File: src/rtl/mul_div_unit.sv
// Iterative 32-bit multiply/divide unit with HI/LO result registers.
// One radix-2 step per cycle on magnitudes, followed by a single sign-fix cycle.
module mul_div_unit (
   input  logic        clk,
   input  logic        rst,
   input  logic [31:0] A,
   input  logic [31:0] B,
   input  logic [2:0]  MDUOp,
   input  logic        Start,
   input  logic        Flush,
   output logic        Busy,
   output logic [31:0] HI,
   output logic [31:0] LO
);

   localparam logic [2:0] OP_MULT  = 3'b000;
   localparam logic [2:0] OP_MULTU = 3'b001;
   localparam logic [2:0] OP_DIV   = 3'b010;
   localparam logic [2:0] OP_DIVU  = 3'b011;
   localparam logic [2:0] OP_MTHI  = 3'b100;
   localparam logic [2:0] OP_MTLO  = 3'b101;

   typedef enum logic [1:0] {
      IDLE = 2'd0,
      CALC = 2'd1,
      FIX  = 2'd2
   } state_t;

   state_t      state_q, state_d;
   logic [4:0]  cnt_q, cnt_d;
   logic        is_div_q, is_div_d;
   logic        neg_res_q, neg_res_d;
   logic        neg_rem_q, neg_rem_d;
   logic [31:0] a_q, a_d;
   logic [31:0] opnd_q, opnd_d;
   logic [63:0] acc_q, acc_d;
   logic [31:0] hi_q, hi_d;
   logic [31:0] lo_q, lo_d;
   logic        busy_q, busy_d;

   logic        a_neg, b_neg;
   logic [31:0] a_mag, b_mag;
   logic [32:0] add_sum;
   logic [32:0] div_shift;
   logic [32:0] sub_diff;
   logic [63:0] prod_fix;
   logic [31:0] quo_fix, rem_fix;

   // Unsigned ops have MDUOp[0]=1; magnitude of 0x80000000 is 2^31, which fits unsigned.
   assign a_neg = ~MDUOp[0] & A[31];
   assign b_neg = ~MDUOp[0] & B[31];
   assign a_mag = a_neg ? (~A + 32'd1) : A;
   assign b_mag = b_neg ? (~B + 32'd1) : B;

   // Multiply: accumulator upper half gathers partial sums while the multiplier shifts out.
   assign add_sum   = {1'b0, acc_q[63:32]} + (acc_q[0] ? {1'b0, opnd_q} : 33'd0);
   // Divide: {remainder, dividend} shifts left; borrow-free subtract sets the quotient bit.
   assign div_shift = {acc_q[63:32], acc_q[31]};
   assign sub_diff  = div_shift - {1'b0, opnd_q};

   assign prod_fix = neg_res_q ? (~acc_q + 64'd1) : acc_q;
   assign quo_fix  = neg_res_q ? (~acc_q[31:0] + 32'd1) : acc_q[31:0];
   assign rem_fix  = neg_rem_q ? (~acc_q[63:32] + 32'd1) : acc_q[63:32];

   always_comb begin
      state_d   = state_q;
      cnt_d     = cnt_q;
      is_div_d  = is_div_q;
      neg_res_d = neg_res_q;
      neg_rem_d = neg_rem_q;
      a_d       = a_q;
      opnd_d    = opnd_q;
      acc_d     = acc_q;
      hi_d      = hi_q;
      lo_d      = lo_q;

      case (state_q)
         IDLE: begin
            if (Start && !Flush) begin
               case (MDUOp)
                  OP_MULT, OP_MULTU, OP_DIV, OP_DIVU: begin
                     is_div_d  = MDUOp[1];
                     neg_res_d = a_neg ^ b_neg;
                     neg_rem_d = a_neg;
                     a_d       = A;
                     cnt_d     = 5'd0;
                     state_d   = CALC;
                     if (MDUOp[1]) begin
                        acc_d  = {32'd0, a_mag};
                        opnd_d = b_mag;
                     end else begin
                        acc_d  = {32'd0, b_mag};
                        opnd_d = a_mag;
                     end
                  end
                  OP_MTHI: hi_d = A;
                  OP_MTLO: lo_d = A;
                  default: ;
               endcase
            end
         end
         CALC: begin
            if (Flush) begin
               state_d = IDLE;
            end else begin
               if (is_div_q) begin
                  if (!sub_diff[32]) begin
                     acc_d = {sub_diff[31:0], acc_q[30:0], 1'b1};
                  end else begin
                     acc_d = {div_shift[31:0], acc_q[30:0], 1'b0};
                  end
               end else begin
                  acc_d = {add_sum, acc_q[31:1]};
               end
               cnt_d = cnt_q + 5'd1;
               if (cnt_q == 5'd31) begin
                  state_d = FIX;
               end
            end
         end
         FIX: begin
            state_d = IDLE;
            if (!Flush) begin
               if (!is_div_q) begin
                  hi_d = prod_fix[63:32];
                  lo_d = prod_fix[31:0];
               end else if (opnd_q == 32'd0) begin
                  // Divide by zero reports the dividend untouched and an all-ones quotient.
                  hi_d = a_q;
                  lo_d = 32'hFFFF_FFFF;
               end else begin
                  hi_d = rem_fix;
                  lo_d = quo_fix;
               end
            end
         end
         default: state_d = IDLE;
      endcase

      busy_d = (state_d != IDLE);
   end

   always_ff @(posedge clk) begin
      if (rst) begin
         state_q   <= IDLE;
         cnt_q     <= 5'd0;
         is_div_q  <= 1'b0;
         neg_res_q <= 1'b0;
         neg_rem_q <= 1'b0;
         a_q       <= 32'd0;
         opnd_q    <= 32'd0;
         acc_q     <= 64'd0;
         hi_q      <= 32'd0;
         lo_q      <= 32'd0;
         busy_q    <= 1'b0;
      end else begin
         state_q   <= state_d;
         cnt_q     <= cnt_d;
         is_div_q  <= is_div_d;
         neg_res_q <= neg_res_d;
         neg_rem_q <= neg_rem_d;
         a_q       <= a_d;
         opnd_q    <= opnd_d;
         acc_q     <= acc_d;
         hi_q      <= hi_d;
         lo_q      <= lo_d;
         busy_q    <= busy_d;
      end
   end

   assign Busy = busy_q;
   assign HI   = hi_q;
   assign LO   = lo_q;

endmodule

File: config.mk
export PLATFORM = sky130hd
export DESIGN_NAME = mul_div_unit
export DESIGN_NICKNAME = d
export VERILOG_FILES = /design/src/rtl/mul_div_unit.sv
export SDC_FILE = /design/constraint.sdc
export NUM_CORES = 1
export LEC_CHECK = 0
export ABC_CLOCK_PERIOD_IN_PS = 5900
export CAP_MARGIN = 20
export CELL_PAD_IN_SITES_DETAIL_PLACEMENT = 1
export CELL_PAD_IN_SITES_GLOBAL_PLACEMENT = 1
export CORE_MARGIN = 5
export CORE_UTILIZATION = 47
export DETAILED_ROUTE_END_ITERATION = 12
export GPL_TIMING_DRIVEN = 0
export PLACE_DENSITY_LB_ADDON = 0.1
export SYNTH_ARGS = -nofsm -noshare
export SYNTH_HDL_FRONTEND = slang
export SYNTH_SLANG_ARGS = --single-unit
export TNS_END_PERCENT = 50
File: constraint.sdc
create_clock -name clk -period 5.9 [get_ports clk]
set_input_delay 0.59 -clock clk [delete_from_list [all_inputs] [get_ports clk]]
set_output_delay 0.59 -clock clk [all_outputs]
set_load 0.1 [all_outputs]
==> summary.md, run 1 <==
| Metric | Value |
|---|---|
| Crit start category | flip-flop |
| Ys flop type | dfxtp_1 |
| Cts hold-fix bufs | 0 |
| Io pins | 136 |
| Top-count cell post-synth | nand2_1 |
| Clock Latency Late Sink | 0.55 ns |
| Reg area | 4064 µm² |
| Via Count | 19,030 |
| Mapped Cells | 2,269 |
| Slew headroom | 31.76% |
| Clock transition at path regs | 0.06 ns |
| Yosys warnings | 0 |
| Largest net degree at the start of global routing | 13 |
| Hold Crit Class | reg2reg |
| Leak Pwr | 7.102 nW |
| Synth top area cells | dfxtp_1 25%, a21oi_1 7.5%, nand2_1 6.5% |
| Final Critical Period | 5.170 ns |
| Dpl ws | 0.9751 ns |
| Vias per inst | 6.581 |
| CTS tree | done |
| Slew @ Worst Pin | 1.024 ns |
| Hold Path Depth | 2 |
| Nets | 2,562 |
| Post-route ant nets | 0 |
| CP cell instances | inv_1, ha_1, fa_1, nand2b_1, a21o_1, and3_1, o21ai_0, nand2_1, o21ai_1, a41oi_1, xnor2_1, buf_2, buf_2, a21oi_1, nor4b_1 |
| Avg Inst Size Synth | 7.244 µm² |
| TritonCTS Buffers | 25 |
| Synth top cells by count | 283 x nand2_1, 247 x a21oi_1, 238 x nor2_1 |
| DRC viols | 0 |
| Synth Net Count | 2,412 |
| Slowest stage delay, CP | 0.55 ns |
| Count of different cell masters after synthesis | 87 |
| Port bufs | 122 |
| Global-route wire length before repair | 117.8 mm |
| CTS H-Tree Depth | 1 |
| Clock root cell | clkbuf_16 |
| GRT Total Usage | 39.18% |
| Detail Placement HPWL | 62.61 mm |
| Multi-input gate area | 11,310 µm² |
| Yosys top cell by area | dfxtp_1 |
| Critical Path AT | 5.62 ns |
| Final TNS setup | 0 ns |
| Initial Utilization | 47.58% |
| Crit Path Max Fanout | 10 |
| Core box area | 34,540 µm² |
| Die area | 38,810 µm² |
| Total Wirelength | 79.26 mm |
| Setup Skew | 0.01402 ns |
| Initial antenna violation count | 0 |
| Ys async rst share | 0% |
| CP Capture Type | flip-flop |
| Peak VDD IR | 248.7 µV |
| DR WL/cell | 27.42 µm |
| Post CTS Setup Buffer Count | 0 |
| TritonCTS Sinks | 203 |
| Top-area cell type share of the netlist area | 24.73% |
| CTS max path bufs | 3 |
| Post-CTS Resized | 0 |
| Syn-to-layout area delta | 15.96% |
| RSZ-0062 raised after global routing | false |
| Vert. Die Dim | 197 µm |
| Worst reg2reg path depth | 15 |
| Register area share after synthesis | 24.73% |
| Worst path slowest cell | o21ai_1 |
| Max-cap violations | 0 |
| Drt pass-1 iters | 6 |
| Post-synth EDFFs | 0 |
| Run status | complete, no violations |
| GR Overflow Total | 0 |
| Setup Viol. Count Final | 0 |
| Seq cells post-synth | 203 |
| Worst path required time | 6.35 ns |
| Critical path class | reg2reg |
| Num rows | 68 |
| Most frequent CP cell | buf_2 |
| Netlist Area Pre-Place | 16,440 µm² |
| Count of final max-slew check failures | 0 |
| R2R setup slack | 0.73 ns |
| Via count of the first global-routing pass | 19,320 |
| Die W | 197 µm |
| Fin crit share | 87.63% |
| Ratio of cells with drive above 1 in the final layout | 4.351% |
| Fill count | 4,493 |
| Fin. Hold Viols | 0 |
| First-iteration detailed-routing DRC count | 1,685 |
| Antenna diode instance count | 0 |
| Max frequency | 193.4 MHz |
| Setup ws final | 0.7297 ns |
| Power density cells | 212.6 nW/µm² |
| GPL Wtd Cong | 0.9999 |
[placed cells by master, fill, tap and decap left out, types with 11 or more instances in the layout]
cell	netlist	routed
a211oi_1	35	35
a21o_1	35	35
a21oi_1	247	247
a221oi_1	22	22
a22oi_1	19	19
a31oi_1	11	11
and3_1	13	13
clkbuf_1	139	144
clkbuf_16	0	25
clkdlybuf4s50_1	0	122
dfxtp_1	203	203
ha_1	70	70
inv_1	72	72
mux2i_1	61	61
nand2_1	283	283
nand2b_1	18	18
nand3_1	33	33
nand4_1	14	14
nor2_1	238	238
nor2b_1	14	14
nor3_1	57	57
nor4_1	30	30
o211ai_1	57	57
o21ai_0	151	151
o221ai_1	38	38
o31ai_1	24	24
or2_2	17	17
or3_1	14	14
or4_1	12	12
xnor2_1	111	111
xor2_1	79	79
[worst max-delay path: cells and delay by family (launching register included)]
kind                     cells  cell delay (ns)
adder cells (fa/ha/maj)      2             0.62
XOR/XNOR                     1             0.48
AO/OA/AOI/OAI                5             1.69
buffers and inverters        3             0.97
flip-flops                   1             0.51
AND/OR/NAND/NOR              4             0.77
[power by group]
| part | internal [mW] | leakage (nW) | switching [mW] | total, mW |
|---|---|---|---|---|
| logic | 0.318 | 5.05 | 0.657 | 0.975 |
| clock network | 0.947 | 0.403 | 0.668 | 1.62 |
| registers | 1.41 | 1.65 | 0.0506 | 1.46 |
[worst paths after layout]
| check | from | endpoint |
|---|---|---|
| setup reg to reg | acc_q[31] | acc_q[63] |
| setup / recovery | acc_q[31] | acc_q[63] |
| hold / removal | HI[4] | HI[4] |
| hold reg to reg | HI[4] | HI[4] |
[sequential cells by signal, indices dropped and copies added, names as in the netlist]
| register | flops |
|---|---|
| HI | 32 |
| cnt_q | 5 |
| state_q | 2 |
| is_div_q | 1 |
| neg_rem_q | 1 |
| a_q | 32 |
| LO | 32 |
| Busy | 1 |
| neg_res_q | 1 |
| opnd_q | 32 |
| acc_q | 64 |
[layout make-up]
cell class	instances	area share [%]
buffer	171	4.077
sequential	203	21.32
inverter	76	1.497
clock buffer	33	3.597
timing repair buffer	123	6.433
multi-input combinational	1819	59.34
tap	455	2.987
clock inverter	11	0.7484
[metrics by stage]
stage / hold WS (ns) / power, mW / instance area [µm²] / util [%] / instances
finish: 0.4437 / 4.051 / 19060 / 55.18 / 2891
global route: 0.4660 / 4.144 / 19060 / 55.18 / 2891
CTS: 0.4436 / 4.010 / 19060 / 55.18 / 2891
detailed placement: 0.4354 / 2.426 / 18230 / 52.78 / 2847
global placement: 0.4255 / 2.399 / 18230 / 52.76 / 2846
floorplan: 0.4329 / 2.061 / 16440 / - / 2269
[layer usage]
metal,wire length [µm],vias to the layer above,GRT usage [%],part of all wire [%]
met4,4909,0,19.62,6.2
met2,36830,847,65.02,46
met3,6450,254,7.350,8.1
met1,31070,9467,48.75,39
li1,-,8459,-,-
met5,0,-,0,0
[kinds of logic (layout without fill, tap and decap cells)]
logic type	Yosys count	after routing	synth area share, %
buffers and inverters	247	414	6.463
multiplexers	65	65	3.989
adder cells (fa/ha/maj)	72	72	5.572
flip-flops	203	203	24.73
XOR/XNOR	190	190	10.12
AND/OR/NAND/NOR	781	781	21.80
AO/OA/AOI/OAI	711	711	27.33
No activity file was read; power rests on OpenSTA's default activity.
==> run 2, diff against run 1 <==
- CORE_UTILIZATION: 47 -> 31
- MAX_ROUTING_LAYER: unset -> met4
==> run 2 against run 1 <==
  * Sequential share of layout area shrank 0.49 points
  * Global-route usage shrank 10 points
  * Highest routed layer unchanged
  * Fmax grew 1.4%
  * Largest power group unchanged
  * Cell area grew 2.4%
  * Register-to-register slack gained 0.07 ns
  * Count of clock-buffer cells in the layout grew 4
  * Final cell count grew 8.3%
  * Sequential cell count is the same
  * Wire length grew 6.6%
  * Critical path depth is the same
==> summary.md, run 2 (same netlist as run 1, synthesis figures left out) <==
| Metric | Value |
|---|---|
| CP Capture Type | flip-flop |
| Worst path required time | 6.32 ns |
| Core box area | 52,550 µm² |
| Post-CTS Resized | 0 |
| Critical Path AT | 5.52 ns |
| R2R Path Start | acc_q[31] |
| Cts hold-fix bufs | 0 |
| Post CTS Setup Buffer Count | 0 |
| Crit start category | flip-flop |
| Syn-to-layout area delta | 18.71% |
| Fin. Hold Viols | 0 |
| TritonCTS Sinks | 203 |
| Switching part of the total | 33.53% |
| DR WL/cell | 26.99 µm |
| GRT Total Usage | 29.01% |
| Via Count | 18,260 |
| Vias per inst | 5.831 |
| GPL Wtd Cong | 0.9178 |
| Count of final max-slew check failures | 0 |
| CTS max path bufs | 3 |
| DRC viols | 0 |
| Via count of the first global-routing pass | 18,410 |
| Largest Register | acc_q |
| CTS tree | done |
| Port bufs | 122 |
| Nets | 2,564 |
| Drt pass-1 iters | 5 |
| Total Wirelength | 84.50 mm |
| Hold Path Depth | 2 |
| Initial antenna violation count | 1 |
| Detail Placement HPWL | 68.62 mm |
| Commonest non-fill, non-tap cell in the layout | nand2_1 |
| Final TNS setup | 0 ns |
| Fin area | 19,510 µm² |
| DP Area | 18,520 µm² |
| Vert. Die Dim | 240.3 µm |
| Hold Crit Class | reg2reg |
| TritonCTS Buffers | 28 |
| NetSw | 1.432 mW |
| Clock Power Share | 42.9% |
| GR Overflow Total | 0 |
| Crit Path Max Fanout | 10 |
| Max reg flops | 64 |
| Ratio of cells with drive above 1 in the final layout | 4.668% |
| Leak Pwr | 7.168 nW |
| R2R setup slack | 0.80 ns |
| Run status | complete, no violations |
| Clock root cell | clkbuf_16 |
| CTS H-Tree Depth | 1 |
| Largest net degree at the start of global routing | 15 |
| Setup Viol. Count Final | 0 |
| Worst reg2reg path depth | 15 |
| RSZ-0062 raised after global routing | false |
| Design internal power | 2.839 mW |
| Final Critical Period | 5.097 ns |
| Fin crit share | 86.40% |
| Max frequency | 196.2 MHz |
| First-iteration detailed-routing DRC count | 1,366 |
| Slew @ Worst Pin | 1.126 ns |
| Min-Delay Startpoint | HI[11] |
| Pwr Total | 4.271 mW |
| Clock Latency Late Sink | 0.58 ns |
| Power density cells | 218.9 nW/µm² |
| Critical path class | reg2reg |
| Peak VDD IR | 225.7 µV |
| Slew headroom | 24.93% |
| Seq pwr share | 34.2% |
| Global-route wire length before repair | 122.4 mm |
| Initial Utilization | 31.28% |
| Io pins | 136 |
| Worst hold endpoint | HI[11] |
| Setup Skew | 0.02508 ns |
| Critical R2R Capture | acc_q[55] |
| Clock transition at path regs | 0.06 ns |
| Die W | 240.3 µm |
| Post-route ant nets | 0 |
| Most frequent cells in the layout | 283 x nand2_1, 247 x a21oi_1, 238 x nor2_1, 203 x dfxtp_1, 151 x o21ai_0 |
| Max-cap violations | 0 |
| Die area | 57,720 µm² |
| Num rows | 84 |
| Comb pwr share | 22.9% |
run 2: per-layer routing:
metal	GRT usage [%]	wire, µm
met1	37.67	37410
met2	46.72	39060
met3	4.129	4550
met4	9.611	3480
met5	-	0
run 2: worst max path at each step:
| stage | start | to | slack [ns] | depth (start not counted) |
|---|---|---|---|---|
| 2_1_floorplan | acc_q[0] | acc_q[61] | 2.39 | 15 |
| 3_3_place_gp | acc_q[31] | acc_q[55] | 0.84 | 15 |
| 3_5_place_dp | acc_q[31] | acc_q[55] | 0.91 | 15 |
| 4_1_cts | acc_q[31] | acc_q[55] | 0.87 | 15 |
| 5_1_grt | acc_q[0] | acc_q[61] | 0.55 | 14 |
| 6_report | acc_q[31] | acc_q[55] | 0.80 | 15 |
run 2: critical path, cell delays in order (launching register included):
cell	delay, ns
dfxtp_1	0.50
inv_1	0.15
ha_1	0.25
fa_1	0.39
nand2b_1	0.21
a21o_1	0.23
and3_1	0.24
o21ai_0	0.34
nand2_1	0.10
o21ai_1	0.57
a41oi_1	0.25
xnor2_1	0.46
buf_2	0.44
buf_2	0.41
mux2i_1	0.27
o21ai_0	0.09
run 2: final cells by class:
type / count / area [µm²]
Antenna cell: 1 / 2.502
Buffer: 171 / 777.0
Clock buffer: 37 / 784.5
Clock inverter: 14 / 200.2
Fill cell: 6621 / 33040
Inverter: 76 / 285.3
Multi-Input combinational cell: 1819 / 11320
Sequential cell: 203 / 4064
Tap cell: 688 / 860.8
Timing Repair Buffer: 122 / 1221
run 2: power groups by stage:
| stage | Combinational [mW] | Clock [mW] | Sequential [mW] |
|---|---|---|---|
| 2_1_floorplan | 0.552 | 0 | 1.51 |
| 3_5_place_dp | 0.963 | 0 | 1.49 |
| 5_1_grt | 1.04 | 1.91 | 1.46 |
| 3_3_place_gp | 0.953 | 0 | 1.49 |
| 6_report | 0.977 | 1.83 | 1.46 |
| 4_1_cts | 0.967 | 1.86 | 1.46 |
run 2: per-stage QoR:
stage	worst slack [ns]	util [%]	hold slack (ns)	instances
final	0.8026	37.13	0.4372	3131
after global routing	0.5487	37.12	0.4658	3130
after CTS	0.8718	37.12	0.4426	3130
after detailed placement	0.9133	35.25	0.4344	3079
after global placement	0.8410	35.24	0.4271	3079
after floorplan	2.386	-	0.4329	2269
